$ cat src/rtl/ctrl_pkg.sv
// ctrl_pkg: shared definitions for the pipeline control stage.
//   - opcode prefix / sub-op encodings
//   - pc_src encodings (PC_SEQ/PC_JMP/PC_RET/PC_BR)
//   - controller state enum (RUN/FLUSH/HALT)
//   - control-bundle struct handed to execute
package ctrl_pkg;

    // Opcode prefixes, matched against the top bits of the 6-bit opcode field
    localparam logic [1:0] OP2_ALU_R  = 2'b00;
    localparam logic [1:0] OP2_ALU_I  = 2'b01;
    localparam logic [2:0] OP3_MEM    = 3'b100;
    localparam logic [2:0] OP3_BRANCH = 3'b101;
    localparam logic [2:0] OP3_SHIFT  = 3'b110;
    localparam logic [3:0] OP4_JUMP   = 4'b1110;
    localparam logic [5:0] OP6_RET    = 6'b111100;

    // Sub-op field (instruction[IW-4:IW-5])
    localparam logic [1:0] SUB_LOAD  = 2'b00;
    localparam logic [1:0] SUB_STORE = 2'b01;
    localparam logic [1:0] BR_Z      = 2'b00;
    localparam logic [1:0] BR_NZ     = 2'b01;
    localparam logic [1:0] BR_C      = 2'b10;
    localparam logic [1:0] BR_NC     = 2'b11;

    localparam logic [1:0] PC_SEQ = 2'b00;
    localparam logic [1:0] PC_JMP = 2'b01;
    localparam logic [1:0] PC_RET = 2'b10;
    localparam logic [1:0] PC_BR  = 2'b11;

    typedef enum logic [1:0] {RUN, FLUSH, HALT} state_t;

    typedef struct packed {
        logic       reg2_read_source;
        logic       mem_read_write;
        logic       mem_or_alu;
        logic       is_shift;
        logic       alu_src;
        logic       update_z_c;
        logic       reg_write_signal;
        logic       stack_push;
        logic       stack_pop;
        logic [1:0] pc_src;
        logic [1:0] scode;
        logic [2:0] acode;
    } ctrl_t;

endpackage

$ cat src/rtl/ctrl_decode.sv
// ctrl_decode: purely combinational instruction decoder.
//   instruction  - fetched word, opcode in [IW-1:IW-6]
//   z, c         - effective flags (already forwarded by the caller)
//   ctrl         - control bundle for execute
//   is_redirect  - word changes the PC (taken branch, jmp, jsb, ret)
//   is_halt      - all-ones halt word
//   is_illegal   - unrecognised encoding; no bundle may issue
module ctrl_decode
    import ctrl_pkg::*;
#(
    parameter int IW = 19
) (
    input  logic [IW-1:0] instruction,
    input  logic          z,
    input  logic          c,
    output ctrl_t         ctrl,
    output logic          is_redirect,
    output logic          is_halt,
    output logic          is_illegal
);

    logic [5:0] op;
    logic [1:0] sub;
    logic       taken;

    assign op  = instruction[IW-1:IW-6];
    assign sub = instruction[IW-4:IW-5];

    always_comb begin
        case (sub)
            BR_Z:    taken = z;
            BR_NZ:   taken = !z;
            BR_C:    taken = c;
            default: taken = !c;
        endcase
    end

    always_comb begin
        ctrl        = '0;
        is_redirect = 1'b0;
        is_halt     = 1'b0;
        is_illegal  = 1'b0;
        // Halt is checked on the whole word first: its opcode would
        // otherwise fall into the 1111xx illegal space.
        if (&instruction) begin
            is_halt = 1'b1;
        end else if (op[5:4] == OP2_ALU_R || op[5:4] == OP2_ALU_I) begin
            ctrl.acode            = instruction[IW-3:IW-5];
            ctrl.alu_src          = (op[5:4] == OP2_ALU_I);
            ctrl.update_z_c       = 1'b1;
            ctrl.mem_or_alu       = 1'b1;
            ctrl.reg_write_signal = 1'b1;
        end else if (op[5:3] == OP3_SHIFT) begin
            ctrl.scode            = sub;
            ctrl.is_shift         = 1'b1;
            ctrl.mem_or_alu       = 1'b1;
            ctrl.reg_write_signal = 1'b1;
            ctrl.update_z_c       = 1'b1;
        end else if (op[5:3] == OP3_MEM) begin
            if (sub == SUB_LOAD) begin
                ctrl.reg2_read_source = 1'b1;
                ctrl.alu_src          = 1'b1;
                ctrl.reg_write_signal = 1'b1;
            end else if (sub == SUB_STORE) begin
                ctrl.reg2_read_source = 1'b1;
                ctrl.alu_src          = 1'b1;
                ctrl.mem_read_write   = 1'b1;
            end else begin
                is_illegal = 1'b1;
            end
        end else if (op[5:3] == OP3_BRANCH) begin
            ctrl.pc_src = taken ? PC_BR : PC_SEQ;
            is_redirect = taken;
        end else if (op[5:2] == OP4_JUMP) begin
            ctrl.pc_src     = PC_JMP;
            ctrl.stack_push = instruction[IW-5];  // jsb
            is_redirect     = 1'b1;
        end else if (op == OP6_RET) begin
            ctrl.pc_src    = PC_RET;
            ctrl.stack_pop = 1'b1;
            is_redirect    = 1'b1;
        end else begin
            is_illegal = 1'b1;
        end
    end

endmodule

$ cat src/rtl/pipe_ctrl_stage.sv
// pipe_ctrl_stage: registered decode/control stage between fetch and execute.
//   clk, rst              - clock, async active-high reset
//   instruction/if_valid  - fetch side, id_ready back
//   id_valid/ex_ready     - execute side handshake for the control bundle
//   ex_flag_wr/zero/carry - execute flag write, forwarded into branch resolve
//   bundle outputs        - reg2_read_source .. acode
//   flush                 - one-cycle pulse with a redirecting bundle
//   halted                - sticky until rst
//   illegal/stack_ovf/stack_unf - one-cycle error pulses
//   call_depth            - tracked call depth
// Optional feature: define CTRL_STACK_CHECK_EN to track call depth and
// guard push/pop against overflow/underflow.
module pipe_ctrl_stage
    import ctrl_pkg::*;
#(
    parameter int IW          = 19,
    parameter int STACK_DEPTH = 8,
    parameter int DW          = $clog2(STACK_DEPTH + 1)
) (
    input  logic          clk,
    input  logic          rst,
    input  logic [IW-1:0] instruction,
    input  logic          if_valid,
    output logic          id_ready,
    input  logic          ex_ready,
    input  logic          ex_flag_wr,
    input  logic          ex_zero,
    input  logic          ex_carry,
    output logic          id_valid,
    output logic          reg2_read_source,
    output logic          mem_read_write,
    output logic          mem_or_alu,
    output logic          is_shift,
    output logic          alu_src,
    output logic          update_z_c,
    output logic          reg_write_signal,
    output logic          stack_push,
    output logic          stack_pop,
    output logic [1:0]    pc_src,
    output logic [1:0]    scode,
    output logic [2:0]    acode,
    output logic          flush,
    output logic          halted,
    output logic          illegal,
    output logic          stack_ovf,
    output logic          stack_unf,
    output logic [DW-1:0] call_depth
);

    state_t        state;
    ctrl_t         bundle_q;
    ctrl_t         ctrl_d, ctrl_i;
    logic          redir_d, redir_i, halt_d, ill_d;
    logic          ovf_i, unf_i;
    logic          zr, cr;
    logic [DW-1:0] depth_q, depth_n;
    logic          accept;

    assign id_ready = (ex_ready | !id_valid) & !halted;
    assign accept   = if_valid & id_ready;

    ctrl_decode #(.IW(IW)) u_dec (
        .instruction (instruction),
        .z           (ex_flag_wr ? ex_zero  : zr),
        .c           (ex_flag_wr ? ex_carry : cr),
        .ctrl        (ctrl_d),
        .is_redirect (redir_d),
        .is_halt     (halt_d),
        .is_illegal  (ill_d)
    );

    // Stack guard: a full-depth jsb still jumps but does not push; a ret
    // at depth 0 degrades to a sequential no-op.
    always_comb begin
        ctrl_i  = ctrl_d;
        redir_i = redir_d;
        ovf_i   = 1'b0;
        unf_i   = 1'b0;
        depth_n = depth_q;
`ifdef CTRL_STACK_CHECK_EN
        if (ctrl_d.stack_push) begin
            if (depth_q == DW'(STACK_DEPTH)) begin
                ctrl_i.stack_push = 1'b0;
                ovf_i             = 1'b1;
            end else begin
                depth_n = depth_q + 1'b1;
            end
        end
        if (ctrl_d.stack_pop) begin
            if (depth_q == '0) begin
                ctrl_i.stack_pop = 1'b0;
                ctrl_i.pc_src    = PC_SEQ;
                redir_i          = 1'b0;
                unf_i            = 1'b1;
            end else begin
                depth_n = depth_q - 1'b1;
            end
        end
`endif
    end

    always_ff @(posedge clk or posedge rst) begin
        if (rst) begin
            state     <= RUN;
            bundle_q  <= '0;
            id_valid  <= 1'b0;
            flush     <= 1'b0;
            halted    <= 1'b0;
            illegal   <= 1'b0;
            stack_ovf <= 1'b0;
            stack_unf <= 1'b0;
            depth_q   <= '0;
            zr        <= 1'b0;
            cr        <= 1'b0;
        end else begin
            flush     <= 1'b0;
            illegal   <= 1'b0;
            stack_ovf <= 1'b0;
            stack_unf <= 1'b0;
            if (ex_flag_wr) begin
                zr <= ex_zero;
                cr <= ex_carry;
            end
            if (accept) begin
                // Default for every non-issuing accept: no bundle, clean outputs
                id_valid <= 1'b0;
                bundle_q <= '0;
                if (state == FLUSH) begin
                    state <= RUN;               // wrong-path word dropped
                end else if (ill_d) begin
                    illegal <= 1'b1;
                end else if (halt_d) begin
                    state  <= HALT;
                    halted <= 1'b1;
                end else begin
                    bundle_q  <= ctrl_i;
                    id_valid  <= 1'b1;
                    flush     <= redir_i;
                    stack_ovf <= ovf_i;
                    stack_unf <= unf_i;
                    depth_q   <= depth_n;
                    state     <= redir_i ? FLUSH : RUN;
                end
            end else if (ex_ready) begin
                id_valid <= 1'b0;
            end
        end
    end

    assign reg2_read_source = bundle_q.reg2_read_source;
    assign mem_read_write   = bundle_q.mem_read_write;
    assign mem_or_alu       = bundle_q.mem_or_alu;
    assign is_shift         = bundle_q.is_shift;
    assign alu_src          = bundle_q.alu_src;
    assign update_z_c       = bundle_q.update_z_c;
    assign reg_write_signal = bundle_q.reg_write_signal;
    assign stack_push       = bundle_q.stack_push;
    assign stack_pop        = bundle_q.stack_pop;
    assign pc_src           = bundle_q.pc_src;
    assign scode            = bundle_q.scode;
    assign acode            = bundle_q.acode;
    assign call_depth       = depth_q;

endmodule

$ cat config.mk
export PLATFORM = sky130hd
export DESIGN_NAME = pipe_ctrl_stage
export DESIGN_NICKNAME = d
export VERILOG_FILES = /design/src/rtl/ctrl_pkg.sv /design/src/rtl/ctrl_decode.sv /design/src/rtl/pipe_ctrl_stage.sv
export SDC_FILE = /design/constraint.sdc
export NUM_CORES = 1
export LEC_CHECK = 0
export ABC_AREA = 0
export CORE_MARGIN = 2
export CORE_UTILIZATION = 42
export CTS_CLUSTER_DIAMETER = 50
export CTS_CLUSTER_SIZE = 16
export DETAILED_ROUTE_END_ITERATION = 8
export PLACE_DENSITY_LB_ADDON = 0.08
export SKIP_CTS_REPAIR_TIMING = 1
export SYNTH_ARGS = -nofsm -noshare
export SYNTH_HDL_FRONTEND = slang
export SYNTH_SLANG_ARGS = --single-unit
$ cat constraint.sdc
create_clock -name clk -period 1.5 [get_ports clk]
set_input_delay 0.15 -clock clk [delete_from_list [all_inputs] [get_ports clk]]
set_output_delay 0.15 -clock clk [all_outputs]
set_load 0.01 [all_outputs]
==> qor.csv <==
metric,value,unit
cts_max_level,1,
crit_end,halted,
post_synth_main_area_contributors,"dfrtp_1, a22o_1, buf_4",
drive_above_1_share,0.197,
gr-total-overflow,0,
dpl.cell_count,205,
syn-cell-area,1250,sq um
gp_congestion,0.825,
cap_violations,0,
mostFrequentLayoutCells,"clkdlybuf4s50_1, dfrtp_1, buf_4",
synthCells,118,
setup_viol,0,
drcViolationCount,2,
grt_pass1_vias,1108,
slew_viol_final,0,
grt.busiest_layer,met2,
dr.first_iter.drc_count,34,
worstRegToRegCells,4,
timing.hold.ws,150,ps
synth_top_area_cell,dfrtp_1,
die_area,3440,sq um
timing.rr.end,stack_pop,
violations,design-rule violations,
clock_skew,6.88,ps
power_density,828,nW/um^2
grt_pass1_wl,5100,um
synth_cell_types,43,
cp-start-kind,register,
initial_utilization,0.447,
cp_slowest_cell,clkdlybuf4s50_1,
path_buf_inv,1,
clock-sinks,23,
final_common_cell,clkdlybuf4s50_1,
grt_max_degree,24,
numPortBuffers,46,
synth_warnings,0,
ys_ff_latch,23,
track_usage,0.196,
grtUsageMet3,0.0330,
hold_viol,0,
fp.dieH,58.6,um
crit_path_end_kind,output port,
min_period_over_period,0.963,
io_pins,53,
clock-root-buffer,clkbuf_4,
worstPathArrival,1290,ps
met1_usage,0.242,
status,"finished, violations left",
yosys.area.top_type_share,0.459,
clk_path_buf_depth,2,
crit_family,buffers and inverters,
worstSetupPathType,reg2out,
dieWidth,58.6,um
cts.clk_slew.worst_paths,130,ps
clkLatencyLatePin,320,ps
num-nets-final,205,
diodes,0,
crit_start,halted,
p_leak,0.799,nW
rows,19,
area_growth,46.6,%
irDropWorstVdd,0.000296,V
clock.fmax,692,MHz
reg2reg_slack,140,ps
critPathMaxStageDelay,540,ps
wl,3040,um
hp-class,in2async,
crit_path_max_fanout,7,
core,2810,sq um
seq_area_frac_synth,0.459,
cts_tree,built,
avgSynthCellArea,10.6,sq um
grt.met2_usage,0.334,
setup_tns,0,ps
cp.depth,1,
rsz0062_at_grt,false,
fin_cells,209,
dp_hpwl,2500,um
numCtsBuffers,3,
wl_per_cell,14.5,um
drt-pass1-iter-count,6,
crit_chain,clkdlybuf4s50_1,
postRouteAntennaNets,0,
antenna_found_initial,0,
worst_r2r_startpoint,state[1],
min_period,1440,ps
viasPerCell,5.37,
num_vias,1123,
cp_data_required_time,1350,ps
## cell type report
type / instances / area (sq um)
clock inverter: 1 / 5.00
timing repair buffer: 64 / 598
fill: 244 / 967
multi-input combinational: 84 / 586
inverter: 3 / 11.3
tap: 31 / 38.8
clock buffer: 3 / 22.5
sequential: 23 / 577
## registers in the layout (all words and copies together) (netlist names), 2 cells and up
| signal | count |
|---|---|
| state | 2 |
| acode | 3 |
| pc_src | 2 |
| scode | 2 |
## power breakdown
group / switching (W) / internal (W)
Sequential: 0.0000397 / 0.000684
Combinational: 0.000225 / 0.000281
Clock: 0.000194 / 0.0000998
Total: 0.000459 / 0.00106
## synthesized netlist by cell type, drive strengths merged
library cell  count
a21bo             2
a21o              1
a21oi             3
a22o              8
a311oi            2
a32o              2
and2              3
and3b             1
and4              1
and4b             1
buf              13
conb              1
dfrtp            23
inv               3
mux2              2
mux2i             2
nand2             9
nand2b            3
nand3             4
nand3b            1
nand4             3
nand4b            1
nor2              9
nor2b             1
nor3              2
nor3b             3
nor4              1
o211ai            1
o21a              2
o21ai             5
o21bai            1
o31ai             3
or2               1
## through the flow
| step | area (sq um) | utilization | setup WS, ps | total power (W) |
|---|---|---|---|---|
| after floorplan | 1270 | - | 209 | 0.000993 |
| final | 1840 | 0.655 | 55.3 | 0.00152 |
| after detailed placement | 1810 | 0.644 | -234 | 0.00125 |
| after global routing | 1840 | 0.655 | 3.88 | 0.00160 |
| after CTS | 1830 | 0.654 | -152 | 0.00153 |
| after global placement | 1810 | 0.644 | -180 | 0.00123 |
## layer usage
| metal | vias up | share of wire |
|---|---|---|
| met5 | - | 0 |
| met4 | 0 | 0.019 |
| met2 | 49 | 0.53 |
| met1 | 531 | 0.39 |
| li1 | 537 | - |
| met3 | 6 | 0.065 |
## worst min path at each step
stage                                 from          endpoint  cells past startpoint
final                                  rst          acode[1]                      3
after floorplan                        rst          acode[0]                      1
after global routing                   rst           alu_src                      3
after global placement    reg2_read_source  reg2_read_source                      1
after detailed placement  reg2_read_source  reg2_read_source                      1
after CTS                              rst          acode[1]                      3
## cell families after synthesis
group | count (synthesis) | synth area share
buf+inv | 16 | 0.0888
compound gates | 30 | 0.193
flops | 23 | 0.459
other cells | 1 | 0.00299
mux | 4 | 0.0469
simple gates | 44 | 0.210
Power figures use the tool's default switching activity.
